### config.mk
export PLATFORM = sky130hd
export DESIGN_NAME = fetch_unit
export DESIGN_NICKNAME = d
export VERILOG_FILES = /design/src/rtl/fetch_unit.sv
export SDC_FILE = /design/constraint.sdc
export NUM_CORES = 1
export LEC_CHECK = 0
export CAP_MARGIN = 10
export CORE_MARGIN = 3
export CORE_UTILIZATION = 39
export DETAILED_ROUTE_END_ITERATION = 10
export HOLD_SLACK_MARGIN = 0.15
export PLACE_DENSITY = 0.79
export RECOVER_POWER = 25
export SLEW_MARGIN = 30
export SYNTH_ARGS = -nofsm -noshare
export SYNTH_HDL_FRONTEND = slang
export SYNTH_SLANG_ARGS = --single-unit
### constraint.sdc
create_clock -name clk -period 2.1 [get_ports clk]
set_input_delay 0.63 -clock clk [delete_from_list [all_inputs] [get_ports clk]]
set_output_delay 0.63 -clock clk [all_outputs]
set_load 0.01 [all_outputs]
### src/rtl/fetch_unit.sv
// Instruction fetch: owns pc, reads one line per cycle into the instruction register (1-cycle load-to-valid).
// Backpressure: while instr_valid && !instr_ready the register, pc and mem_en hold; redirects flush the held instruction.
module fetch_unit #(
    parameter int                    IP_WIDTH   = 8,
    parameter int                    LINE_WIDTH = 32,
    parameter logic [LINE_WIDTH-1:0] END_WORD   = {LINE_WIDTH{1'b1}}
) (
    input  logic                  clk,
    input  logic                  rst,
    input  logic                  start,
    output logic                  mem_en,
    output logic [IP_WIDTH-1:0]   mem_ip,
    input  logic [LINE_WIDTH-1:0] mem_line,
    output logic                  instr_valid,
    output logic [LINE_WIDTH-1:0] instr,
    output logic [IP_WIDTH-1:0]   instr_ip,
    input  logic                  instr_ready,
    input  logic                  redirect,
    input  logic [IP_WIDTH-1:0]   redirect_ip,
    input  logic                  pipe_empty,
    output logic                  halted
);

    typedef enum logic [1:0] {
        IDLE  = 2'd0,
        FETCH = 2'd1,
        DRAIN = 2'd2,
        HALT  = 2'd3
    } state_t;

    state_t                state;
    state_t                state_nxt;
    logic [IP_WIDTH-1:0]   pc;
    logic [IP_WIDTH-1:0]   pc_nxt;
    logic [LINE_WIDTH-1:0] instr_nxt;
    logic [IP_WIDTH-1:0]   instr_ip_nxt;
    logic                  instr_valid_nxt;
    logic                  halted_nxt;
    logic                  load;
    logic                  is_end;

    assign load   = (state == FETCH) && (!instr_valid || instr_ready) && !redirect;
    assign is_end = (mem_line == END_WORD);
    assign mem_en = load;
    assign mem_ip = pc;

    always_comb begin
        state_nxt       = state;
        pc_nxt          = pc;
        instr_nxt       = instr;
        instr_ip_nxt    = instr_ip;
        instr_valid_nxt = instr_valid;
        halted_nxt      = halted;

        unique case (state)
            IDLE, HALT: begin
                if (start) begin
                    state_nxt       = FETCH;
                    pc_nxt          = '0;
                    instr_valid_nxt = 1'b0;
                    halted_nxt      = 1'b0;
                end
            end
            FETCH: begin
                if (redirect) begin
                    pc_nxt          = redirect_ip;
                    instr_valid_nxt = 1'b0;
                end else if (load) begin
                    if (is_end) begin
                        // End word is swallowed; pc parks on it until a redirect or halt.
                        instr_valid_nxt = instr_valid && !instr_ready;
                        state_nxt       = DRAIN;
                    end else begin
                        instr_nxt       = mem_line;
                        instr_ip_nxt    = pc;
                        instr_valid_nxt = 1'b1;
                        pc_nxt          = pc + IP_WIDTH'(1);
                    end
                end else if (instr_valid && instr_ready) begin
                    instr_valid_nxt = 1'b0;
                end
            end
            DRAIN: begin
                if (redirect) begin
                    pc_nxt          = redirect_ip;
                    instr_valid_nxt = 1'b0;
                    state_nxt       = FETCH;
                end else begin
                    if (instr_valid && instr_ready) begin
                        instr_valid_nxt = 1'b0;
                    end
                    // A late branch could still pull us back, so wait for the pipe to empty.
                    if (!instr_valid && pipe_empty) begin
                        state_nxt  = HALT;
                        halted_nxt = 1'b1;
                    end
                end
            end
            default: begin
                state_nxt = IDLE;
            end
        endcase
    end

    always_ff @(posedge clk) begin
        if (rst) begin
            state       <= IDLE;
            pc          <= '0;
            instr       <= '0;
            instr_ip    <= '0;
            instr_valid <= 1'b0;
            halted      <= 1'b0;
        end else begin
            state       <= state_nxt;
            pc          <= pc_nxt;
            instr       <= instr_nxt;
            instr_ip    <= instr_ip_nxt;
            instr_valid <= instr_valid_nxt;
            halted      <= halted_nxt;
        end
    end

endmodule
=== Word level (Yosys, flattened, before mapping) ===
Index checks and enable logic that the tools add are counted.

* $add $sub $neg: 1
* Eq/ne operators: 14
* Multiplexer cells: 23
* Bitwise gates (word level): 2
* Reductions and logical operators: 16

{| class="wikitable"
|+ Operator list
! kind !! count
|-
| $mux 8 || 5
|-
| $eq 32x32->1 const B || 1
|-
| $pmux 8 s3 || 1
|-
| $ne 2x2->1 const B || 7
|-
| $mux 2 || 6
|-
| $reduce_and 4->1 || 3
|-
| $ne 3x3->1 const B || 3
|-
| $add 8x1->8 const B || 1
|-
| $mux 1 || 8
|-
| $pmux 2 s3 || 1
|-
| $logic_and 1x1->1 || 5
|-
| $reduce_and 5->1 || 1
|-
| $eq 2x2->1 const B || 2
|-
| $logic_not 1->1 || 3
|-
| $pmux 1 s3 || 1
|-
| $eq 2x1->1 const B || 1
|-
| $logic_not 2->1 || 1
|-
| $not 1->1 || 2
|-
| $pmux 1 s2 || 1
|-
| $reduce_bool 2->1 || 1
|-
| $reduce_or 2->1 || 1
|-
| $logic_or 1x1->1 || 1
|}

* Register bits after elaboration: 52
* Input port bits: 46
* Output and inout port bits: 51
* Word-level logic and storage cells: 62

=== Logic depth before layout (Yosys ltp) ===
* Word-level depth: 7
* Gate-level depth with buffers: 9
* Mapped depth without buffers: 7

=== Worst setup path after synthesis ===
Ideal clock, no wire load.

* Path type: input to register
* Start point: in mem_line[30]
* End point: reg pc[5] (netlist: mem_ip[5])
* Library setup time: 121 ps
* Arrival: 1846 ps
* Data required time: 1979 ps
* Slack: 133 ps
* Cell stages on the path: 5
* Buffers on the path: 0
* Cell sequence: nand4_1 nor4_4 nand2_2 a31oi_4 mux2_4

* Cells in the longest elaborated chain, start to end: 3

{| class="wikitable"
|+ RTL lines
! element !! line !! source
|-
| start, declared || 13 || <nowiki>input logic [LINE_WIDTH-1:0] mem_line,</nowiki>
|-
| $eq 32x32->1 || 43 || <nowiki>assign is_end = (mem_line == END_WORD);</nowiki>
|-
| $ne 3x3->1 (no source line) || n/a ||
|-
| $reduce_and 4->1 (no source line) || n/a ||
|-
| end signal, assigned || 115 || <nowiki>pc <= pc_nxt;</nowiki>
|-
| end, declared || 33 || <nowiki>logic [IP_WIDTH-1:0] pc;</nowiki>
|}

Every way passes these cells.
A chain may end at the register's enable or synchronous reset.

=== Worst setup path in the final report ===
* Start point: reg pc[4] (netlist: mem_ip[4])
* End point: out mem_ip[4]

{| class="wikitable"
|+ RTL lines
! element !! line !! source
|-
| end, declared || 12 || <nowiki>output logic [IP_WIDTH-1:0] mem_ip,</nowiki>
|}

No word-level cell between the ends.

==> flow_summary.toml <==
[synthesis]
synth-edff-count = 0
synthTopCellsByArea = "dfxtp_1 (44%), mux2i_1 (19%), nor2_1 (7.5%), nand4_1 (2.4%), nand2b_1 (2.1%)"
syn_area_um2 = 2359
yosysSeqAreaShare = 0.4414
dominantRegCellSynth = "dfxtp_1"
async_flop_share = 0
syn_avg_cell_area_um2 = 9.746
synth_nets = 291
yosysTopAreaCell = "dfxtp_1"
ys_types = 41
yosys_warnings = 0
yosysMostFrequentCell = "dfxtp_1"
synth_top_area_frac = 0.4414
syn_inst = 242
yosys-top-cells-count = "dfxtp_1 (52), nor2_1 (47), mux2i_1 (45)"
ys_ff_latch = 52

[place]
gp_congestion = 0.9660
dp_hpwl_um = 4974
portBuffers = 96
post_dp_cell_area_um2 = 3595

[sta]
finalCritPeriodShare = 0.9606
slew_violations = 0
fmax_mhz = 495.7
min_period_ns = 2.017
worst_pin_slew_ns = 0.4399
setup_viol = 0
hold_violations = 0
worst_slew_margin_rel = 0.7056
clock_skew_ns = 0.005674
rsz0062_at_grt = "no"
fin_setup_tns_ns = 0

[global_routing]
grt_max_degree = 21
grt_pass1_vias = 2367
grt_pass1_wl_um = 11160
grt.total_usage = 0.1910
grt-ovfl-total = 0
antenna_found_initial = 0

[worst_setup_path]
r2r-end = "mem_ip[5]$_SDFFE_PP0P_"
startpoint = "mem_ip[4]$_SDFFE_PP0P_"
ff2ff_path_depth = 7
cp-start-kind = "flip-flop"
required_ns = 1.47
crit_family = "buffers and inverters"
crit_type = "reg -> out"
rrSetupSlack_ns = 0.18
slowest_delay_ns = 0.59
path_cells = "clkdlybuf4s50_1"
arrival_ns = 1.39
cp-endpoint = "mem_ip[4]"
r2r-start = "state[0]$_SDFFE_PP0P_"
end_kind = "primary output"
critical_path_buf_inv_count = 1
crit_fanout = 7
critPathSlowestCell = "clkdlybuf4s50_1"
cp.depth = 1

[layout]
layout-drive-gt1-share = 0.1471
diodes = 0
design_area_um2 = 3771
area_delta_synth_final_pct = 59.89
nets = 415
nFillCells = 498

[power_and_ir_drop]
p_seq_frac = 0.427
combPwrFrac = 0.203
p_sw_frac = 0.2339
pwr-share-clk = 0.371
switchingPower_mw = 0.5818
power_density_nw_per_um2 = 659.5
p_leak_nw = 1.634
intPower_mw = 1.905
irDropWorstVdd_v = 0.0003501

[route]
wl_per_cell_um = 15.07
vias_per_cell = 5.132
drcViolationCount = 0
ant_nets = 0
firstDrtPassIters = 4
wl_um = 6617
vias = 2253
drtIter0Drc = 67

[floorplan]
die_w_um = 83.77
die_area_um2 = 7017
coreArea_um2 = 5675
initial_core_util = 0.4156
io_pins = 97
die_h_um = 83.77
rows = 27

[hold_path]
hp-class = "reg -> reg"

[clocking]
htreeDepth = 2
cts_buffers = 5
cts_max_path_buffers = 2
clkSlewWorstSetupHoldPaths_ns = 0.09
ctsHoldBuffers = 0
clkSinkCount = 52
cts_tree = "done"
clk_latency_ns = 0.30
cts-root-buf = "clkbuf_8"

[job]
max-cap-violations = 0

[status]
outcome = "finished, final reports clean"
## stage by stage
stage	hold slack (ns)	cells	setup WS, ns	utilization	total power, mW
global placement	0.4707	430	-0.4546	0.6334	1.597
detailed placement	0.4799	430	-0.5132	0.6334	1.607
floorplan	0.4860	242	0.1328	-	1.321
CTS	0.5076	439	0.01595	0.6590	2.516
finish	0.4930	439	0.08271	0.6645	2.487
global route	0.5250	439	0.01612	0.6645	2.595
## cell usage in the layout, fill, tap and decap left out, types with 2 or more instances in the layout
cell type        synthesis  layout
nand4_1                  9       9
clkdlybuf4s50_1          0      37
inv_1                    2       2
dlygate4sd3_1            0      23
o21ai_0                  5       5
nor2b_1                  6       6
clkbuf_8                 0       5
mux2i_1                 45      45
nand2b_1                 8       7
bufinv_16                0       3
nor4_4                   2       2
and3_1                   2       2
dlymetal6s2s_1           0      12
buf_12                   0       2
ha_1                     3       3
buf_4                    1      28
nor2_1                  47      47
or3_1                    2       2
mux2_4                   3       3
dfxtp_1                 52      51
nand3_1                  5       5
a31oi_1                  3       3
nand2_1                 13      13
dlygate4sd2_1            0      22
xnor2_1                  3       3
a21oi_1                  2       2
buf_2                    0       2
## routing by layer
metal	share of wire	global-route usage	vias to the layer above
met1	0.42	0.2222	1068
met2	0.50	0.3348	86
met3	0.074	0.06219	9
li1	-	-	1090
met4	0.013	0.05263	0
met5	0	0	-
## how the worst min path moves through the flow
stage | startpoint | slack (ns) | to | cells past startpoint
after floorplan | state[0]$_SDFFE_PP0P_ | 0.49 | state[0]$_SDFFE_PP0P_ | 2
after global placement | instr[17]$_SDFFE_PP0P_ | 0.47 | instr[17]$_SDFFE_PP0P_ | 2
after detailed placement | instr[25]$_SDFFE_PP0P_ | 0.48 | instr[25]$_SDFFE_PP0P_ | 2
after CTS | instr[7]$_SDFFE_PP0P_ | 0.51 | instr[7]$_SDFFE_PP0P_ | 2
after global routing | instr[0]$_SDFFE_PP0P_ | 0.52 | instr[0]$_SDFFE_PP0P_ | 2
final | instr[10]$_SDFFE_PP0P_ | 0.49 | instr[10]$_SDFFE_PP0P_ | 2
## area by class of cell
| cell class | count | area, um2 | area share |
|---|---|---|---|
| Tap cell | 72 | 90.09 | 0.02389 |
| Sequential cell | 52 | 1042 | 0.2764 |
| Clock buffer | 5 | 68.82 | 0.01825 |
| Clock inverter | 3 | 90.09 | 0.02389 |
| Timing Repair Buffer | 127 | 1215 | 0.3222 |
| Inverter | 3 | 11.26 | 0.002986 |
| Multi-Input combinational cell | 177 | 1254 | 0.3324 |
## logic make-up after synthesis
kind of cell,Yosys count,synth area share
xor+xnor,3,0.01114
buf+inv,13,0.03501
compound gates,20,0.06154
mux,48,0.2101
flops,52,0.4414
simple gates,103,0.2249
fa+ha+maj,3,0.01592
## timing repair
item                       4_1_cts  5_1_grt
setup endpoints to repair       38       39
gates resized for setup         28       13
setup buffers                    1        0
pin swaps                        9        7
## state kept, by name (all words and copies together) (netlist names)
signal       count
instr           32
halted           1
instr_ip         8
instr_valid      1
state            2
mem_ip           8
## power by group through the flow
stage	Combinational (mW)	Sequential [mW]	Clock, mW
detailed placement	0.524	1.08	0
floorplan	0.221	1.10	0
finish	0.504	1.06	0.922
global placement	0.514	1.08	0
global route	0.547	1.07	0.981
CTS	0.518	1.06	0.937
(Power assumes the default switching activity.)
